$ cat src/rtl/game_pkg.sv
// Shared types and defaults for the Space Invaders game controller.
//   state_t   : game sequencing states
//   DEF_*     : default parameter values for game_state_ctrl
//   cell_idx  : pixel offset inside the invader block -> grid cell index
package game_pkg;

    typedef enum logic [1:0] {S_STAGE, S_PLAY, S_DEAD, S_OVER} state_t;

    localparam int DEF_INV_ROWS   = 8;
    localparam int DEF_INV_COLS   = 16;
    localparam int DEF_CELL_LOG2  = 5;
    localparam int DEF_PBOLTS     = 4;
    localparam int DEF_IBOLTS     = 4;
    localparam int DEF_PLR_LIVES  = 3;
    localparam int DEF_BOSS_LIVES = 20;
    localparam int DEF_SCORE_W    = 10;
    localparam int DEF_INV_PTS    = 1;
    localparam int DEF_BOSS_PTS   = 10;
    localparam int DEF_DEAD_SECS  = 2;

    function automatic logic [10:0] cell_idx(input logic [10:0] ofs, input int unsigned sh);
        return ofs >> sh;
    endfunction

endpackage

$ cat src/rtl/score_accum.sv
// Registered score accumulator.
//   clk, resetN : clock, async active-low reset
//   clr         : zero the score (new game)
//   en          : commit strobe, adds this frame's kills
//   kills       : one bit per invader killed this frame
//   boss_kill   : boss died this frame
//   score       : saturating score
module score_accum #(
    parameter int N        = 128,
    parameter int SCORE_W  = 10,
    parameter int INV_PTS  = 1,
    parameter int BOSS_PTS = 10
)(
    input  logic               clk,
    input  logic               resetN,
    input  logic               clr,
    input  logic               en,
    input  logic [N-1:0]       kills,
    input  logic               boss_kill,
    output logic [SCORE_W-1:0] score
);

    localparam int CW = $clog2(N + 1);
    localparam logic [SCORE_W-1:0] SMAX = '1;
    localparam logic [31:0] SMAX32 = 32'(SMAX);

    logic [CW-1:0] cnt;
    logic [31:0]   sum;

    always_comb begin
        cnt = '0;
        for (int i = 0; i < N; i++) cnt = cnt + CW'(kills[i]);
        // 32-bit sum leaves ample headroom before the saturation compare
        sum = 32'(score) + 32'(cnt) * 32'(INV_PTS) + (boss_kill ? 32'(BOSS_PTS) : 32'd0);
    end

    always_ff @(posedge clk or negedge resetN) begin
        if (!resetN)  score <= '0;
        else if (clr) score <= '0;
        else if (en)  score <= (sum > SMAX32) ? SMAX : sum[SCORE_W-1:0];
    end

endmodule

$ cat src/rtl/game_state_ctrl.sv
// Central Space Invaders game controller: pixel collision detection, per-frame
// hit commit, invader/boss/player existence, score, lives, stage sequencing.
// Optional macro GAME_CHEAT_EN: cheatput=1 masks player hits (bolts still die).
// Ports:
//   clk, resetN          clock, async active-low reset
//   startOfFrame         frame-start pulse, commit point for pending hits
//   spcKey, oneSec       start key (level), 1 Hz tick pulse
//   plrReq/invReq/lrrReq sprite draw requests; invOSX/invOSY offset in invader block
//   btpReq/btiReq        player / invader bolt draw requests
//   cheatput             invulnerability request
//   plrExs/invExs/lrrExs existence; plrHit/invHit/lrrHit commit pulses
//   btpKil/btiKil        bolt kill pulses, one cycle after detection
//   stgMsg/scrMsg/edgMsg message enables; scrNum score; scrLiv lives left
module game_state_ctrl import game_pkg::*; #(
    parameter int INV_ROWS   = DEF_INV_ROWS,
    parameter int INV_COLS   = DEF_INV_COLS,
    parameter int CELL_LOG2  = DEF_CELL_LOG2,
    parameter int PBOLTS     = DEF_PBOLTS,
    parameter int IBOLTS     = DEF_IBOLTS,
    parameter int PLR_LIVES  = DEF_PLR_LIVES,
    parameter int BOSS_LIVES = DEF_BOSS_LIVES,
    parameter int SCORE_W    = DEF_SCORE_W,
    parameter int INV_PTS    = DEF_INV_PTS,
    parameter int BOSS_PTS   = DEF_BOSS_PTS,
    parameter int DEAD_SECS  = DEF_DEAD_SECS
)(
    input  logic                               clk,
    input  logic                               resetN,
    input  logic                               startOfFrame,
    input  logic                               spcKey,
    input  logic                               oneSec,
    input  logic                               plrReq,
    input  logic                               invReq,
    input  logic [10:0]                        invOSX,
    input  logic [10:0]                        invOSY,
    input  logic                               lrrReq,
    input  logic [PBOLTS-1:0]                  btpReq,
    input  logic [IBOLTS-1:0]                  btiReq,
    input  logic                               cheatput,
    output logic                               plrExs,
    output logic                               plrHit,
    output logic [INV_ROWS-1:0][INV_COLS-1:0]  invExs,
    output logic [INV_ROWS-1:0][INV_COLS-1:0]  invHit,
    output logic                               lrrExs,
    output logic                               lrrHit,
    output logic [PBOLTS-1:0]                  btpKil,
    output logic [IBOLTS-1:0]                  btiKil,
    output logic                               stgMsg,
    output logic                               scrMsg,
    output logic                               edgMsg,
    output logic [SCORE_W-1:0]                 scrNum,
    output logic [2:0]                         scrLiv
);

    localparam int RW = (INV_ROWS > 1) ? $clog2(INV_ROWS) : 1;
    localparam int CW = (INV_COLS > 1) ? $clog2(INV_COLS) : 1;
    localparam int BW = $clog2(BOSS_LIVES + 1);
    localparam int DW = $clog2(DEAD_SECS + 1);

    state_t state, state_n;

    logic [INV_ROWS-1:0][INV_COLS-1:0] pend_inv, det_vec, inv_after;
    logic pend_boss, pend_plr;
    logic [BW-1:0] boss_ctr;
    logic [DW-1:0] dead_cnt;

    logic [10:0] row, col;
    logic in_rng, play, commit, inv_det, boss_det, plr_raw, plr_det;
    logic boss_kill, plr_commit, all_clear, refill, new_game;

    assign row    = cell_idx(invOSY, CELL_LOG2);
    assign col    = cell_idx(invOSX, CELL_LOG2);
    assign in_rng = (32'(row) < INV_ROWS) && (32'(col) < INV_COLS);
    assign play   = (state == S_PLAY);
    assign commit = play & startOfFrame;

    // Invader grid shares one pixel position for all bolts, so any bolt hits the same cell
    assign inv_det  = play & (|btpReq) & invReq & in_rng & invExs[row[RW-1:0]][col[CW-1:0]];
    assign boss_det = play & (|btpReq) & lrrReq & lrrExs;
    assign plr_raw  = play & (|btiReq) & plrReq & plrExs;

`ifdef GAME_CHEAT_EN
    assign plr_det = plr_raw & ~cheatput;
`else
    logic cheat_unused;
    assign cheat_unused = cheatput;
    assign plr_det = plr_raw;
`endif

    always_comb begin
        det_vec = '0;
        if (inv_det) det_vec[row[RW-1:0]][col[CW-1:0]] = 1'b1;
    end

    assign boss_kill  = commit & pend_boss & (boss_ctr == BW'(1));
    assign plr_commit = commit & pend_plr;
    assign inv_after  = commit ? (invExs & ~pend_inv) : invExs;
    assign all_clear  = (inv_after == '0) && !(lrrExs & ~boss_kill);
    assign refill     = (state_n == S_STAGE) && (state != S_STAGE);
    assign new_game   = (state == S_OVER) && (state_n == S_STAGE);

    always_ff @(posedge clk or negedge resetN) begin
        if (!resetN) state <= S_STAGE;
        else         state <= state_n;
    end

    always_comb begin
        state_n = state;
        case (state)
            S_STAGE: if (spcKey) state_n = S_PLAY;
            // Player hit outranks a simultaneous clear of the last enemy
            S_PLAY:  if (plr_commit)     state_n = (scrLiv > 3'd1) ? S_DEAD : S_OVER;
                     else if (all_clear) state_n = S_STAGE;
            S_DEAD:  if (oneSec && dead_cnt == DW'(DEAD_SECS - 1)) state_n = S_PLAY;
            S_OVER:  if (spcKey) state_n = S_STAGE;
            default: state_n = S_STAGE;
        endcase
    end

    always_ff @(posedge clk or negedge resetN) begin
        if (!resetN) begin
            pend_inv  <= '0;
            pend_boss <= 1'b0;
            pend_plr  <= 1'b0;
            invExs    <= '1;
            invHit    <= '0;
            lrrExs    <= 1'b1;
            lrrHit    <= 1'b0;
            boss_ctr  <= BW'(BOSS_LIVES);
            plrHit    <= 1'b0;
            scrLiv    <= 3'(PLR_LIVES);
            btpKil    <= '0;
            btiKil    <= '0;
            dead_cnt  <= '0;
        end else begin
            invHit <= commit ? pend_inv : '0;
            lrrHit <= commit & pend_boss;
            plrHit <= plr_commit;
            btpKil <= btpReq & {PBOLTS{inv_det | boss_det}};
            btiKil <= btiReq & {IBOLTS{plr_raw}};

            // Hits seen on the commit cycle start the next frame's pend
            if (state_n != state) begin
                pend_inv  <= '0;
                pend_boss <= 1'b0;
                pend_plr  <= 1'b0;
            end else if (commit) begin
                pend_inv  <= det_vec;
                pend_boss <= boss_det;
                pend_plr  <= plr_det;
            end else begin
                pend_inv  <= pend_inv | det_vec;
                pend_boss <= pend_boss | boss_det;
                pend_plr  <= pend_plr | plr_det;
            end

            if (refill) begin
                invExs   <= '1;
                lrrExs   <= 1'b1;
                boss_ctr <= BW'(BOSS_LIVES);
            end else if (commit) begin
                invExs <= invExs & ~pend_inv;
                if (pend_boss) boss_ctr <= boss_ctr - BW'(1);
                if (boss_kill) lrrExs <= 1'b0;
            end

            if (new_game)        scrLiv <= 3'(PLR_LIVES);
            else if (plr_commit) scrLiv <= scrLiv - 3'd1;

            if (state != S_DEAD) dead_cnt <= '0;
            else if (oneSec)     dead_cnt <= dead_cnt + DW'(1);
        end
    end

    score_accum #(
        .N(INV_ROWS * INV_COLS), .SCORE_W(SCORE_W), .INV_PTS(INV_PTS), .BOSS_PTS(BOSS_PTS)
    ) u_score (
        .clk(clk), .resetN(resetN), .clr(new_game), .en(commit),
        .kills(pend_inv), .boss_kill(boss_kill), .score(scrNum)
    );

    assign stgMsg = (state == S_STAGE);
    assign scrMsg = (state == S_PLAY) || (state == S_DEAD);
    assign edgMsg = (state == S_OVER);
    assign plrExs = (state == S_STAGE) || (state == S_PLAY);

endmodule

$ cat config.mk
export PLATFORM = sky130hd
export DESIGN_NAME = game_state_ctrl
export DESIGN_NICKNAME = d
export VERILOG_FILES = /design/src/rtl/game_pkg.sv /design/src/rtl/score_accum.sv /design/src/rtl/game_state_ctrl.sv
export SDC_FILE = /design/constraint.sdc
export NUM_CORES = 1
export LEC_CHECK = 0
export CELL_PAD_IN_SITES_DETAIL_PLACEMENT = 0
export CELL_PAD_IN_SITES_GLOBAL_PLACEMENT = 1
export CORE_MARGIN = 4
export CORE_UTILIZATION = 47
export CTS_CLUSTER_SIZE = 20
export DETAILED_ROUTE_END_ITERATION = 8
export PLACE_DENSITY = 0.95
export SKIP_CTS_REPAIR_TIMING = 1
export SYNTH_ARGS = -nofsm -noshare
export SYNTH_HDL_FRONTEND = slang
export SYNTH_HIERARCHICAL = 1
export SYNTH_SLANG_ARGS = --single-unit
$ cat constraint.sdc
create_clock -name clk -period 16 [get_ports clk]
set_input_delay 3.2 -clock clk [delete_from_list [all_inputs] [get_ports clk]]
set_output_delay 3.2 -clock clk [all_outputs]
set_load 0.02 [all_outputs]
# Yosys cells after proc, flatten, opt, wreduce, memory -nomap -nowiden
# Index checks and enable logic that the tools add are counted.
totals:
  register_bits: 419
  latchBits: 0
  mem_bits_rw: 0
  mem_bits_ro: 0
  output_inout_bits: 284
  n_memories: 0
classes:
  n_addsub: 132
  multipliers: 0
  div: 0
  n_lt_le_gt_ge: 8
  eq_ne: 7
  shifts: 0
  n_mux: 39
  bitwise: 23
  n_reduce_logical: 24
op_table:
  columns: ["op", "count"]
  rows:
  - ["$add 8x1->8", 126]
  - ["$mux 128", 6]
  - ["$and 128x128->128", 1]
  - ["$logic_not 128->1", 1]
  - ["$not 128->128", 1]
  - ["$or 128x128->128", 1]
  - ["$bmux 16 s3", 1]
  - ["$demux 16 s3", 1]
  - ["$add 32x32->32", 1]
  - ["$gt 32x10->1 const B", 1]
  - ["$mux 16", 2]
  - ["$mux 10", 3]
  - ["$mux 5", 3]
  - ["$and 1x1->1", 14]
  - ["$mux 2", 7]
  - ["$reduce_bool 2->1", 7]
  - ["$add 10x8->11", 1]
  - ["$mux 1", 10]
  - ["$and 4x4->4", 2]
  - ["$pmux 2 s4", 1]
  - ["$reduce_or 4->1", 2]
  - ["$logic_and 1x1->1", 7]
  - ["$lt 6x4->1 const B", 1]
  - ["$lt 6x5->1 const B", 1]
  - ["24 further kinds", 32]

# Depth between registers and ports, before layout
depth:
  ltp_word: 133
  mapped_depth: 31

# Cells and area by module
# The synthesis kept the hierarchy.
modules_own_cells:
  columns: ["module", "instances", "cells_each", "area_per_inst_um2"]
  rows:
  - ["game_state_ctrl", 1, 1524, 17659.4]
  - ["score_accum", 1, 430, 4342.9]

# Least setup slack after synthesis
# OpenSTA, ideal clock, no wires.
synth_path:
  kind: "register to register"
  from: "reg pend_inv[62] (netlist bit)"
  to: "reg u_score.score[9]"
  setup_time_ns: 0.078
  arrival_time_ns: 8.075
  setup_slack_ns: 7.847
  stages_incl_launch_ff: 31
  path_cell_list: "dfrtp_1 -> fa_1 -> inv_1 -> fa_1 -> inv_1 -> fa_1 -> inv_1 -> fa_1 -> inv_1 -> fa_1 -> inv_1 -> fa_1 -> fa_1 -> fa_1 -> fa_1 -> fa_1 -> inv_1 -> ha_1 -> fa_1 -> a21o_1 -> a21oi_1 -> o21bai_1 -> a21oi_1 -> xnor2_1 -> ha_1 -> ha_1 -> a21oi_1 -> o21ai_0 -> a31oi_1 -> mux2i_1 -> o21bai_1"
synth_between:
  elab_chain_len: 72
synth_lines:
  columns: ["element", "line", "rtl"]
  rows:
  - ["start, declared", "game_state_ctrl.sv:62", "logic [INV_ROWS-1:0][INV_COLS-1:0] pend_inv, det_vec, inv_after;"]
  - ["start signal, assigned", "game_state_ctrl.sv:148", "pend_inv <= det_vec;"]
  - ["start signal, assigned", "game_state_ctrl.sv:152", "pend_inv <= pend_inv | det_vec;"]
  - ["$add 8x1->8 (66 in series)", "score_accum.sv:32", "for (int i = 0; i < N; i++) cnt = cnt + CW'(kills[i]);"]
  - ["$add 10x8->11", "score_accum.sv:34", "sum = 32'(score) + 32'(cnt) * 32'(INV_PTS) + (boss_kill ? 32'(BOSS_PTS) : 32'd0);"]
  - ["$add 32x32->32", "score_accum.sv:34", null]
  - ["$gt 32x10->1", "score_accum.sv:40", "else if (en) score <= (sum > SMAX32) ? SMAX : sum[SCORE_W-1:0];"]
  - ["$mux 10 (2 in series)", "score_accum.sv:40", null]
  - ["$mux 10", "score_accum.sv:39", "else if (clr) score <= '0;"]
  - ["end signal, assigned", "score_accum.sv:40", null]
  - ["end, declared", "score_accum.sv:20", "output logic [SCORE_W-1:0] score"]
# Several ways; a longest one is shown, not always the timed one. The select of a mux whose other input is x is not followed.
# A chain may end at the register's enable or synchronous reset.

# Final worst setup path
layout_path:
  from: "reg pend_inv[104] (netlist bit)"
  to: "reg u_score.score[4]"
layout_between:
  elab_chain_len: 30
layout_lines:
  columns: ["element", "line"]
  rows:
  - ["$add 8x1->8 (24 in series)", "score_accum.sv:32"]
  - ["$add 10x8->11", "score_accum.sv:34"]
  - ["$add 32x32->32", "score_accum.sv:34"]
  - ["$gt 32x10->1", "score_accum.sv:40"]
  - ["$mux 10 (2 in series)", "score_accum.sv:40"]
  - ["$mux 10", "score_accum.sv:39"]
# Several ways; a longest one is shown, not always the timed one. The select of a mux whose other input is x is not followed.

==> flow_summary.toml <==
[outcome]
outcome = "finished clean"

[flow_run]
maxCapViolations = 0

[placed_design]
port_buffers = 311
place_hpwl_mm = 73.2
gp_congestion = 1.02

[clock_network]
cts_tree = "done"
cts_htree_levels = 2
cts_buffer_depth = 3
clock-sinks = 419
clkLatencyLatePin_ns = 0.60
cts_buffers = 45
clk_pin_slew_ns = 0.07
cts_root_buf = "clkbuf_16"

[global_route]
antenna_found_initial = 3
grt-ovfl-total = 0
grt_start_max_net_pins = 177
grt_pass1_wl_mm = 139
gr-usage-all-layers = 0.387
grt_pass1_vias = 18583

[setup_path]
r2r-end = "u_score/score[4]"
slowest_stage = "fa_1"
r2r-start = "pend_inv[104]"
crit_family = "adder cells"
crit_fanout = 9
path_class = "flip-flop to flip-flop"
cp-end-kind = "flip-flop"
critical_path_buf_inv_count = 4
critical_path_arrival_ns = 9.56
r2r_slack_ns = 6.86
rr_worst_depth = 27
worst_path_largest_cell_delay_ns = 0.59
startpoint_type = "flip-flop"
cp_data_required_time_ns = 16.42
cp_common_cell = "fa_1"

[die]
die_w_um = 224
start_util = 0.474
die-area_mm2 = 0.0503
die_h_um = 224
rows = 79
boundaryPins = 323
core-area_mm2 = 0.0465

[sta]
timing.final.crit_share = 0.571
rsz0062_at_grt = "false"
drv_slew = 0
relSlewSlack = 0.108
finalSetupTns_ns = 0
max_freq_mhz = 109
clock-skew-final_ns = 0.00997
setup_viol = 0
hold_viol_final = 0
fin_crit_ns = 9.14
tightest_slew_ns = 1.34

[pwr]
cellPowerDensity_mw_per_mm2 = 115
ir_drop_v = 0.000120
leakage_nw = 13.4

[hold_path]
min_from = "invExs[99]"
hold_depth = 2
hold_class = "flip-flop to flip-flop"
holdPathEnd = "invExs[99]"

[finish]
fillCellCount = 3844
drive_gt1_frac = 0.125
utilization = 0.585
multi_input_area_mm2 = 0.00962
ff_latch_area_mm2 = 0.0107
layout-area-overhead-vs-synth_pct = 23.5
nNetsFinal = 2420

[synthesis]
yosysMostFrequentCell = "inv_1"
ys_seq_area_frac = 0.484
ys_ff_latch = 419
yosysTopAreaCell = "dfrtp_1"
synth_cells = 1954
yosys.area.top_type_share = 0.325
synthTopCellsByArea = "dfrtp_1, dfstp_2, fa_1"
synth.avg_cell_area_um2 = 11.3
synth_nets = 2160
async_reset_ff_frac = 1.00
ys.flop_type = "dfrtp_1"
ys_types = 75
synth_warnings = 6
synth-edff-count = 0
yosys-top-cells-count = "inv_1, dfrtp_1, o22ai_1"
mappedNetlistArea_mm2 = 0.0220

[routing]
drt_iter0_markers = 2646
dr.pass1.iters = 5
vias = 18480
antenna_left = 0
vias_per_cell = 6.46
finalWirelength_mm = 98.7
drc_errors = 0
wl_per_cell_um = 34.5
-- state kept, by name (all words and copies together), names as in the netlist --
register and cells:
dead_cnt 2, pend_plr 1, invHit 128, scrLiv 3
btiKil 4, u_score/score 10, btpKil 4, lrrExs 1
boss_ctr 5, plrHit 1, pend_inv 128, pend_boss 1
state 2, invExs 128, lrrHit 1
-- worst register-to-register path: stages (launching register included) --
cell      delay, ns
dfrtp_1        0.48
inv_1          0.11
fa_1           0.56
inv_1          0.05
fa_1           0.56
fa_1           0.48
fa_1           0.52
inv_1          0.06
fa_1           0.59
fa_1           0.46
fa_1           0.59
fa_1           0.46
fa_1           0.48
fa_1           0.50
inv_1          0.04
ha_1           0.21
fa_1           0.46
a21o_1         0.19
a21oi_1        0.22
o21bai_1       0.11
a21oi_1        0.19
xnor2_1        0.12
ha_1           0.21
ha_1           0.38
a21oi_1        0.33
o211ai_2       0.14
a21oi_4        0.33
a211oi_1       0.14
-- power by group --
| part | switching, mW | internal [mW] | total (mW) |
|---|---|---|---|
| registers | 0.0260 | 1.09 | 1.12 |
| clock network | 0.464 | 0.683 | 1.15 |
| logic | 0.701 | 0.171 | 0.872 |
| total | 1.19 | 1.94 | 3.13 |
-- through the flow --
step,instance area (µm²),hold slack [ns],cells,worst slack [ns],power [mW]
after floorplan,22000,0.477,1954,7.85,1.68
after global placement,25600,0.497,2774,7.07,1.95
after detailed placement,25600,0.500,2774,6.95,1.97
after CTS,27200,0.512,2858,6.91,3.11
after global routing,27200,0.522,2858,6.57,3.22
final,27200,0.514,2859,6.86,3.13
-- final cells by class --
cell class | count | area share
timing repair buffer | 331 | 0.120
antenna | 1 | 0.0000921
clock buffer | 61 | 0.0474
tap | 607 | 0.0279
sequential | 419 | 0.392
clock inverter | 23 | 0.0124
inverter | 335 | 0.0463
multi-input combinational | 1082 | 0.354
-- logic make-up after synthesis --
| kind of cell | Yosys count | share of synthesized area |
|---|---|---|
| AOI/OAI and AO/OA | 472 | 0.168 |
| and+or+nand+nor | 393 | 0.104 |
| buffers and inverters | 453 | 0.0807 |
| DFF | 419 | 0.484 |
| muxes | 33 | 0.0210 |
| xor gates and xnor gates | 17 | 0.00677 |
| adders and majority gates | 167 | 0.135 |
-- layer usage --
layer,GRT usage,up-vias,part of all wire
li1,-,7449,-
met1,0.525,9465,0.39
met2,0.574,1275,0.44
met3,0.107,289,0.11
met4,0.199,2,0.067
met5,0,-,0.000071
-- placed cells by master (no fill, tap or decap), drive strengths merged, types with 8 or more instances in the layout --
master and n:
inv 336, clkdlybuf4s50 307, dfrtp 286, o22ai 138
dfstp 133, and3 132, fa 118, o2bb2ai 113
nand2b 86, clkbuf 61, ha 49, nor4 40
nand2 37, nor2 34, a21oi 31, buf 24
o21ai 20, a32o 18, o2111ai 16, a221oi 15
mux2 15, nand4 13, nand3 13, clkinv 13
a2111o 12, a2111oi 12, o2111a 11, o21bai 11
nor3 10, mux2i 9, mux4 9, xor2 9
a211oi 9, xnor2 8
-- worst max path at each step --
stage                        startpoint                to  slack (ns)  depth (start not counted)
final                     pend_inv[104]  u_score/score[4]        6.86                         27
after global routing       pend_inv[56]  u_score/score[3]        6.57                         29
after CTS                  pend_inv[56]  u_score/score[4]        6.91                         29
after detailed placement   pend_inv[56]  u_score/score[4]        6.95                         29
after global placement     pend_inv[56]  u_score/score[0]        7.07                         29
after floorplan            pend_inv[62]  u_score/score[9]        7.85                         30
Note: power is estimated with default switching activity, not from simulation.
